--- config.mk ---
export PLATFORM = sky130hd
export DESIGN_NAME = mem_port_arbiter
export DESIGN_NICKNAME = d
export VERILOG_FILES = /design/src/rtl/mem_port_arbiter.sv
export SDC_FILE = /design/constraint.sdc
export NUM_CORES = 1
export LEC_CHECK = 0
export CAP_MARGIN = 20
export CORE_MARGIN = 5
export CORE_UTILIZATION = 35
export CTS_BUF_LIST = sky130_fd_sc_hd__clkbuf_8
export DETAILED_ROUTE_END_ITERATION = 6
export GPL_ROUTABILITY_DRIVEN = 0
export GPL_TIMING_DRIVEN = 1
export PLACE_DENSITY = 0.69
export SYNTH_ARGS = -nofsm -noshare
export SYNTH_HDL_FRONTEND = slang
export SYNTH_SLANG_ARGS = --single-unit
--- constraint.sdc ---
create_clock -name clk -period 2.5 [get_ports clk]
set_clock_uncertainty 0.2 [all_clocks]
set_input_delay 0.375 -clock clk [delete_from_list [all_inputs] [get_ports clk]]
set_output_delay 0.375 -clock clk [all_outputs]
set_load 0.005 [all_outputs]
--- src/rtl/mem_port_arbiter.sv ---
// Arbitrates one single-ported, variable-latency memory between instruction fetch and
// data access: data wins ties unless its streak cap is hit, and a stuck access is aborted.
module mem_port_arbiter #(
   parameter int MAX_D_STREAK = 4,
   parameter int TIMEOUT      = 255
) (
   input  logic        clk,
   input  logic        rst,
   input  logic        i_req,
   input  logic [31:0] i_addr,
   output logic [31:0] i_rdata,
   output logic        i_ready,
   input  logic        d_req,
   input  logic        d_we,
   input  logic [31:0] d_addr,
   input  logic [31:0] d_wdata,
   output logic [31:0] d_rdata,
   output logic        d_ready,
   output logic        m_req,
   output logic        m_we,
   output logic [31:0] m_addr,
   output logic [31:0] m_wdata,
   input  logic [31:0] m_rdata,
   input  logic        m_ack,
   output logic        bus_err
);

   localparam int              SW       = (MAX_D_STREAK < 2) ? 1 : $clog2(MAX_D_STREAK + 1);
   localparam logic [SW-1:0]   D_CAP    = SW'(MAX_D_STREAK);
   localparam logic [7:0]      TMO_LAST = 8'(TIMEOUT - 1);

   typedef enum logic [1:0] {IDLE, BUSY_I, BUSY_D} state_t;

   state_t        state, state_n;
   logic [SW-1:0] streak, streak_n;
   logic [7:0]    tmo_cnt, tmo_cnt_n;
   logic          m_req_n, m_we_n, i_ready_n, d_ready_n, bus_err_n;
   logic [31:0]   m_addr_n, m_wdata_n, i_rdata_n, d_rdata_n;
   logic          i_elig, d_elig;

   // A requester whose ready pulse is out this cycle still holds req, so it must not re-win.
   assign i_elig = i_req && !i_ready;
   assign d_elig = d_req && !d_ready;

   always_comb begin
      state_n   = state;
      streak_n  = streak;
      tmo_cnt_n = tmo_cnt;
      m_req_n   = m_req;
      m_we_n    = m_we;
      m_addr_n  = m_addr;
      m_wdata_n = m_wdata;
      i_rdata_n = i_rdata;
      d_rdata_n = d_rdata;
      i_ready_n = 1'b0;
      d_ready_n = 1'b0;
      bus_err_n = bus_err;

      case (state)
         IDLE: begin
            if (d_elig && (!i_elig || streak < D_CAP)) begin
               m_req_n   = 1'b1;
               m_we_n    = d_we;
               m_addr_n  = d_addr;
               m_wdata_n = d_wdata;
               streak_n  = i_elig ? streak + SW'(1) : '0;
               tmo_cnt_n = 8'd0;
               state_n   = BUSY_D;
            end else if (i_elig) begin
               m_req_n   = 1'b1;
               m_we_n    = 1'b0;
               m_addr_n  = i_addr;
               streak_n  = '0;
               tmo_cnt_n = 8'd0;
               state_n   = BUSY_I;
            end
         end

         BUSY_I, BUSY_D: begin
            if (m_ack) begin
               m_req_n   = 1'b0;
               tmo_cnt_n = 8'd0;
               state_n   = IDLE;
               if (state == BUSY_I) begin
                  i_ready_n = 1'b1;
                  i_rdata_n = m_rdata;
               end else begin
                  d_ready_n = 1'b1;
                  if (!m_we) d_rdata_n = m_rdata;
               end
            end else if (tmo_cnt == TMO_LAST) begin
               // Abort: release the requester with a zero word and flag the bus.
               m_req_n   = 1'b0;
               tmo_cnt_n = 8'd0;
               bus_err_n = 1'b1;
               state_n   = IDLE;
               if (state == BUSY_I) begin
                  i_ready_n = 1'b1;
                  i_rdata_n = 32'h0;
               end else begin
                  d_ready_n = 1'b1;
                  d_rdata_n = 32'h0;
               end
            end else begin
               tmo_cnt_n = tmo_cnt + 8'd1;
            end
         end

         default: state_n = IDLE;
      endcase
   end

   always_ff @(posedge clk or negedge rst) begin
      if (!rst) begin
         state   <= IDLE;
         streak  <= '0;
         tmo_cnt <= 8'd0;
         m_req   <= 1'b0;
         m_we    <= 1'b0;
         m_addr  <= 32'h0;
         m_wdata <= 32'h0;
         i_rdata <= 32'h0;
         d_rdata <= 32'h0;
         i_ready <= 1'b0;
         d_ready <= 1'b0;
         bus_err <= 1'b0;
      end else begin
         state   <= state_n;
         streak  <= streak_n;
         tmo_cnt <= tmo_cnt_n;
         m_req   <= m_req_n;
         m_we    <= m_we_n;
         m_addr  <= m_addr_n;
         m_wdata <= m_wdata_n;
         i_rdata <= i_rdata_n;
         d_rdata <= d_rdata_n;
         i_ready <= i_ready_n;
         d_ready <= d_ready_n;
         bus_err <= bus_err_n;
      end
   end

endmodule

==> flow_summary_export.csv, run 1 <==
group,metric,value,unit
die,initial_core_util,35.6,%
setup_path,cp.required,2.62,ns
clock_tree,clk_pin_slew,0.08,ns
setup_path,slowest_stage,"dfrtp_1",
clock_tree,clock_latency,0.43,ns
place,hpwlAfterDp,13.0,mm
run_status,outcome,"completed",
cells_and_area,fillers,1440,
cells_and_area,final_common_cell,"clkdlybuf4s50_1",
drt,viasPerCell,4.95,
setup_path,critPathTopFamily,"flip-flops",
grt,grt_start_max_net_pins,66,
clock_tree,htree_num_levels,4,
timing,slew_violations,0,
clock_tree,cts_buffers,17,
drt,wl,17.3,mm
yosys,synth_nets,659,
yosys,syn-instance-count,520,
setup_path,crit_chain,"inv_1 > ha_1 > nand3_1 > nor3_1 > o21bai_4 > buf_4 > a22o_1",
yosys,synth_area,6130,um^2
hold_path,min-delay-start,"m_ack",
hold_path,hold_path_end,"d_ready",
drt,drcViolationCount,0,
clock_tree,cts_tree,"done",
die,core.rowCount,48,
yosys,yosys_register_bits,146,
yosys,yosysUniqueCellTypes,40,
grt,grt_usage,17.1,%
hold_path,min_path_type,"in -> reg",
setup_path,startpoint_type,"flop",
hold_path,whs_path_depth,3,
yosys,synth-seq-area-share,59.6,%
clock_tree,cts_setup_buffers,0,
place,port_buffers,266,
cells_and_area,layout.cells.non_filler,1017,
grt,first_global_vias,5324,
die,fp.dieH,142,um
drt,final_antenna_net_count,0,
timing,fin_crit,2.08,ns
cells_and_area,fin_area,9480,um^2
yosys,ys_warn_count,0,
timing,period_share,83.3,%
cells_and_area,area_growth,54.6,%
die,ios,267,
cells_and_area,layout_common_cells,"clkdlybuf4s50_1, dfrtp_1, o21ai_1, nand2_1, inv_1",
timing,hold_viol,0,
pwr,p_per_area,1180,nW/um^2
pwr,clockPowerShare,17.5,%
cells_and_area,n_antenna_cell,0,
setup_path,ff2ff_path_depth,7,
timing,whs,0.0515,ns
yosys,syn_area_per_cell,11.8,um^2
die,die_area,20300,um^2
pwr,seqPwrFrac,36.8,%
setup_path,crit-reg2reg-launch,"tmo_cnt[0]",
place,dp_cells,985,
drt,vias,5031,
setup_path,cp.arrival,2.20,ns
pwr,p_int,7.54,mW
timing,rsz0062_at_grt,"no",
pwr,p_sw,3.61,mW
pwr,power_leakage,4.11,nW
die,die_x,142,um
timing,slew_headroom,41.1,%
timing,setup_tns,0,ns
setup_path,crit_path_end_kind,"flop",
setup_path,worstReg2RegEnd,"d_rdata[14]",
grt,grt_pass1_wl,27.4,mm
setup_path,reg2reg_slack,0.42,ns
cells_and_area,layout.nets,919,
drt,drt-wirelength-per-cell,17.0,um
clock_tree,cts_root_buffer,"clkbuf_8",
setup_path,worst-setup-path-type,"reg -> reg",
setup_path,slowest_delay,0.45,ns
grt,antenna_found_initial,0,
pwr,ir_drop,0.489,mV
flow_run,cap_violations,0,
setup_path,crit_path_max_fanout,20,
grt,grt_overflow,0,
place,place_area,9040,um^2
clock_tree,max-clock-path-buffers,2,
timing,fmax,480,MHz
timing,finalSetupViolCount,0,
pwr,comb_power_share,45.7,%
pwr,total_power,11.2,mW
clock_tree,cts.sinks,146,
timing,worstMarginPinSlew,0.880,ns
drt,dr.first_iter.drc_count,180,
setup_path,critPathBufInv,2,
drt,first_pass_iters,4,
pwr,swShare,32.4,%
die,core_area,17200,um^2
cells_and_area,drive_gt1_share,6.57,%
==> layout make-up <==
type                    count  area (um^2)  area share [%]
well taps                 225          282            2.97
flip-flops and latches    146         3650            38.6
repair buffers            279         2830            29.9
inverters                  38          143            1.51
multi-input cells         298         2140            22.6
clock buffers              17          234            2.47
clock inverters            14          189            1.99
==> synthesized netlist by cell type, drive strengths merged <==
library cell	number	share of area [%]
o211a	1	0.16
o21bai	2	0.24
a21o	3	0.37
o2bb2ai	1	0.14
a22o	22	3.1
o21a	1	0.12
nand4bb	1	0.18
o31ai	1	0.12
nor2b	4	0.41
clkbuf	14	0.86
nor3	2	0.16
buf	24	2.5
nor2	10	0.88
xnor2	2	0.29
and4	1	0.14
a32o	14	2.3
o41ai	3	0.43
or2	1	0.10
nand2b	4	0.53
inv	38	2.3
mux2i	32	5.2
o22ai	2	0.20
nand3b	1	0.12
dfrtp	146	60
a31oi	2	0.20
nand2	41	2.5
nand3	4	0.33
a21oi	3	0.24
o2111ai	2	0.29
nand4	33	3.4
mux2	32	5.9
o21ai	67	5.5
a31o	1	0.14
ha	5	1.0
==> metrics by stage <==
| step | utilization, % | setup WS (ns) |
|---|---|---|
| floorplan | - | 0.600 |
| global placement | 52.4 | 0.256 |
| detailed placement | 52.4 | 0.168 |
| CTS | 54.9 | 0.163 |
| global route | 55.0 | 0.267 |
| finish | 55.0 | 0.419 |
==> registers in the layout, indices dropped and copies added, names as in the netlist, 2 cells and up <==
name     count
d_rdata     32
i_rdata     32
m_addr      32
m_wdata     32
tmo_cnt      8
streak       3
state        2
==> worst reg2reg max path: stages (launching register included) <==
cell,delay (ns)
dfrtp_1,0.45
inv_1,0.09
ha_1,0.14
nand3_1,0.11
nor3_1,0.31
o21bai_4,0.24
buf_4,0.25
a22o_1,0.19
==> logic make-up (layout without fill, tap and decap cells) <==
kind of cell | Yosys count | count (layout) | synth area share (%)
fa+ha+maj | 5 | 5 | 1.02
xor+xnor | 2 | 2 | 0.286
mux | 64 | 64 | 11.1
simple gates | 102 | 102 | 8.73
compound gates | 125 | 125 | 13.6
flops | 146 | 146 | 59.6
buf+inv | 76 | 348 | 5.69
==> power groups by stage <==
stage | Combinational (mW) | Clock, mW | Sequential, mW
after global routing | 5.57 | 2.11 | 4.26
after floorplan | 2.11 | 0 | 4.13
after CTS | 5.18 | 2.02 | 4.13
after detailed placement | 5.17 | 0 | 4.15
after global placement | 5.06 | 0 | 4.11
final | 5.09 | 1.95 | 4.10
==> worst max-delay path by stage <==
stage / endpoint / startpoint / depth (start not counted) / slack (ns)
finish: d_rdata[14] / tmo_cnt[0] / 7 / 0.42
CTS: d_rdata[14] / tmo_cnt[0] / 7 / 0.16
floorplan: tmo_cnt[7] / state[0] / 7 / 0.60
detailed placement: d_rdata[14] / tmo_cnt[0] / 7 / 0.17
global placement: d_rdata[5] / tmo_cnt[0] / 7 / 0.26
global route: d_rdata[11] / tmo_cnt[2] / 5 / 0.27
==> routing by layer <==
metal	GRT usage, %	vias up	share of wire (%)
met5	0	-	0
met4	5.80	0	1.8
met3	6.28	21	10
met2	28.8	238	49
met1	20.3	2402	39
li1	-	2370	-
==> timing repair <==
action                                  CTS  global route
endpoints found under the setup margin    0             9
hold endpoints to repair                 54             0
gates resized for setup                   0             1
hold buffers                              1             0
No activity file was read; power rests on OpenSTA's default activity.
==> inputs of run 2 (changes only) <==
- clock period: 2.5 -> 2.03 ns (I/O delays scaled with it)
==> run 2 against run 1 <==
  * Clock power is 34% higher
  * Core utilization is 1.2 points higher
  * Setup slack worse by 0.34 ns
  * Critical path depth stayed put
  * Sequential share of layout area is 0.79 points lower
  * Highest routed layer unchanged
==> flow_summary_export.csv, run 2 (synthesis results as in run 1) <==
group,metric,value,unit
setup_path,worst-setup-path-type,"reg -> reg",
timing,slew_violations,0,
die,ios,267,
grt,grt_overflow,0,
drt,drt-wirelength-per-cell,16.9,um
clock_tree,cts.sinks,146,
die,core_area,17200,um^2
timing,slew_headroom,64.2,%
cells_and_area,fillers,1422,
pwr,p_per_area,1470,nW/um^2
grt,antenna_found_initial,0,
setup_path,crit_path_start,"state[0]",
grt,grt_pass1_wl,27.9,mm
setup_path,crit_path_end_kind,"flop",
timing,whs,0.185,ns
setup_path,slowest_delay,0.37,ns
drt,wl,17.5,mm
clock_tree,cts_tree,"done",
cells_and_area,final_common_cell,"clkdlybuf4s50_1",
timing,rsz0062_at_grt,"no",
flow_run,cap_violations,0,
drt,drcViolationCount,0,
timing,fin_crit,1.95,ns
drt,viasPerCell,4.93,
timing,period_share,96.0,%
die,initial_core_util,35.6,%
setup_path,crit_path_max_fanout,32,
hold_path,min_path_type,"in -> async",
timing,worstMarginPinSlew,0.536,ns
cells_and_area,multi_input_area,2140,um^2
setup_path,critPathBufInv,3,
timing,fmax,513,MHz
setup_path,crit_chain,"inv_1 > ha_2 > nand2b_1 > buf_4 > o21bai_2 > buf_12 > a32o_1",
clock_tree,max-clock-path-buffers,2,
place,hpwlAfterDp,13.3,mm
cells_and_area,area_growth,57.9,%
pwr,power_leakage,4.22,nW
run_status,outcome,"completed",
drt,vias,5084,
grt,grt_usage,17.4,%
cells_and_area,drive_gt1_share,8.31,%
clock_tree,clk_pin_slew,0.08,ns
cells_and_area,regArea,3650,um^2
clock_tree,cts_root_buffer,"clkbuf_8",
grt,grt_start_max_net_pins,53,
setup_path,slowest_stage,"dfrtp_1",
cells_and_area,final_core_util,56.2,%
grt,first_global_vias,5459,
timing,finalSetupViolCount,0,
die,die_area,20300,um^2
die,core.rowCount,48,
die,die_x,142,um
timing,setup_tns,0,ns
setup_path,critPathTopFamily,"compound AO/OA/AOI/OAI gates",
drt,dr.first_iter.drc_count,204,
setup_path,cp.arrival,2.06,ns
pwr,ir_drop,0.558,mV
drt,final_antenna_net_count,0,
clock_tree,htree_num_levels,4,
cells_and_area,n_antenna_cell,0,
die,fp.dieH,142,um
setup_path,cp.required,2.14,ns
cells_and_area,layout_common_cells,"clkdlybuf4s50_1, dfrtp_1, o21ai_1, nand2_1, inv_1",
clock_tree,cts_buffers,17,
drt,first_pass_iters,7,
clock_tree,clock_latency,0.43,ns
timing,hold_viol,0,
setup_path,crit-reg2reg-launch,"state[0]",
setup_path,startpoint_type,"flop",
cells_and_area,layout.nets,933,
place,port_buffers,266,
-- run 2: cell types whose count changed in the layout (fill, tap and decap cells not counted), moves of 2 or more --
cell        before  now
buf_4            6   15
buf_12           6   10
clkbuf_8        17   21
clkinv_2         3    1
clkinv_4         3    1
clkinvlp_4       2    0
-- run 2: worst paths after layout --
kind | to | slack [ns] | cells after the start
max | d_rdata[20] | 0.08 | 7
min | m_addr[30] | 0.18 | 2
max reg2reg | d_rdata[20] | 0.08 | 7
min reg2reg | bus_err | 0.26 | 1
max in group asynchronous | tmo_cnt[0] | 0.81 | 3
min in group clk | bus_err | 0.26 | 1
-- run 2: what timing repair did --
| item | in CTS | in global routing |
|---|---|---|
| endpoints found under the setup margin | 13 | 14 |
| endpoints found under the hold margin | 50 | 0 |
| resized for setup | 1 | 2 |
| pin swaps | 0 | 0 |
| hold buffers | 2 | 0 |
| buffers inserted | 0 | 0 |
-- run 2: layout make-up --
| type | count | share of cell area, % |
|---|---|---|
| clock buffer | 21 | 2.99 |
| sequential | 146 | 37.8 |
| multi-input combinational | 298 | 22.1 |
| clock inverter | 10 | 1.86 |
| inverter | 38 | 1.47 |
| timing repair buffer | 293 | 30.9 |
| tap | 225 | 2.91 |
-- run 2: power by group --
group	leakage, nW	total, mW	internal (mW)	switching [mW]
Combinational	2.18	6.57	3.91	2.66
Clock	0.245	2.62	1.59	1.03
Sequential	1.79	5.08	4.27	0.809
-- run 2: per-stage QoR --
stage	power [mW]	cells	cell area, um^2	worst slack, ns
global placement	11.5	998	9180	-0.101
detailed placement	11.8	998	9180	-0.131
floorplan	7.68	520	6130	0.130
global route	15.3	1031	9680	0.00352
CTS	14.5	1031	9680	0.0355
finish	14.3	1031	9680	0.0813
-- run 2: worst reg2reg max path, delay by kind of cell (launching register included) --
family	cells	cell delay [ns]
compound gates	2	0.44
fa+ha+maj	1	0.36
buf+inv	3	0.38
flops	1	0.37
simple gates	1	0.09
-- run 2: per-layer routing --
layer	GRT usage, %	vias to the layer above	part of all wire (%)
li1	-	2397	-
met1	20.9	2407	40
met2	28.8	251	48
met3	6.15	29	10
met4	6.75	0	2.1
met5	0	-	0
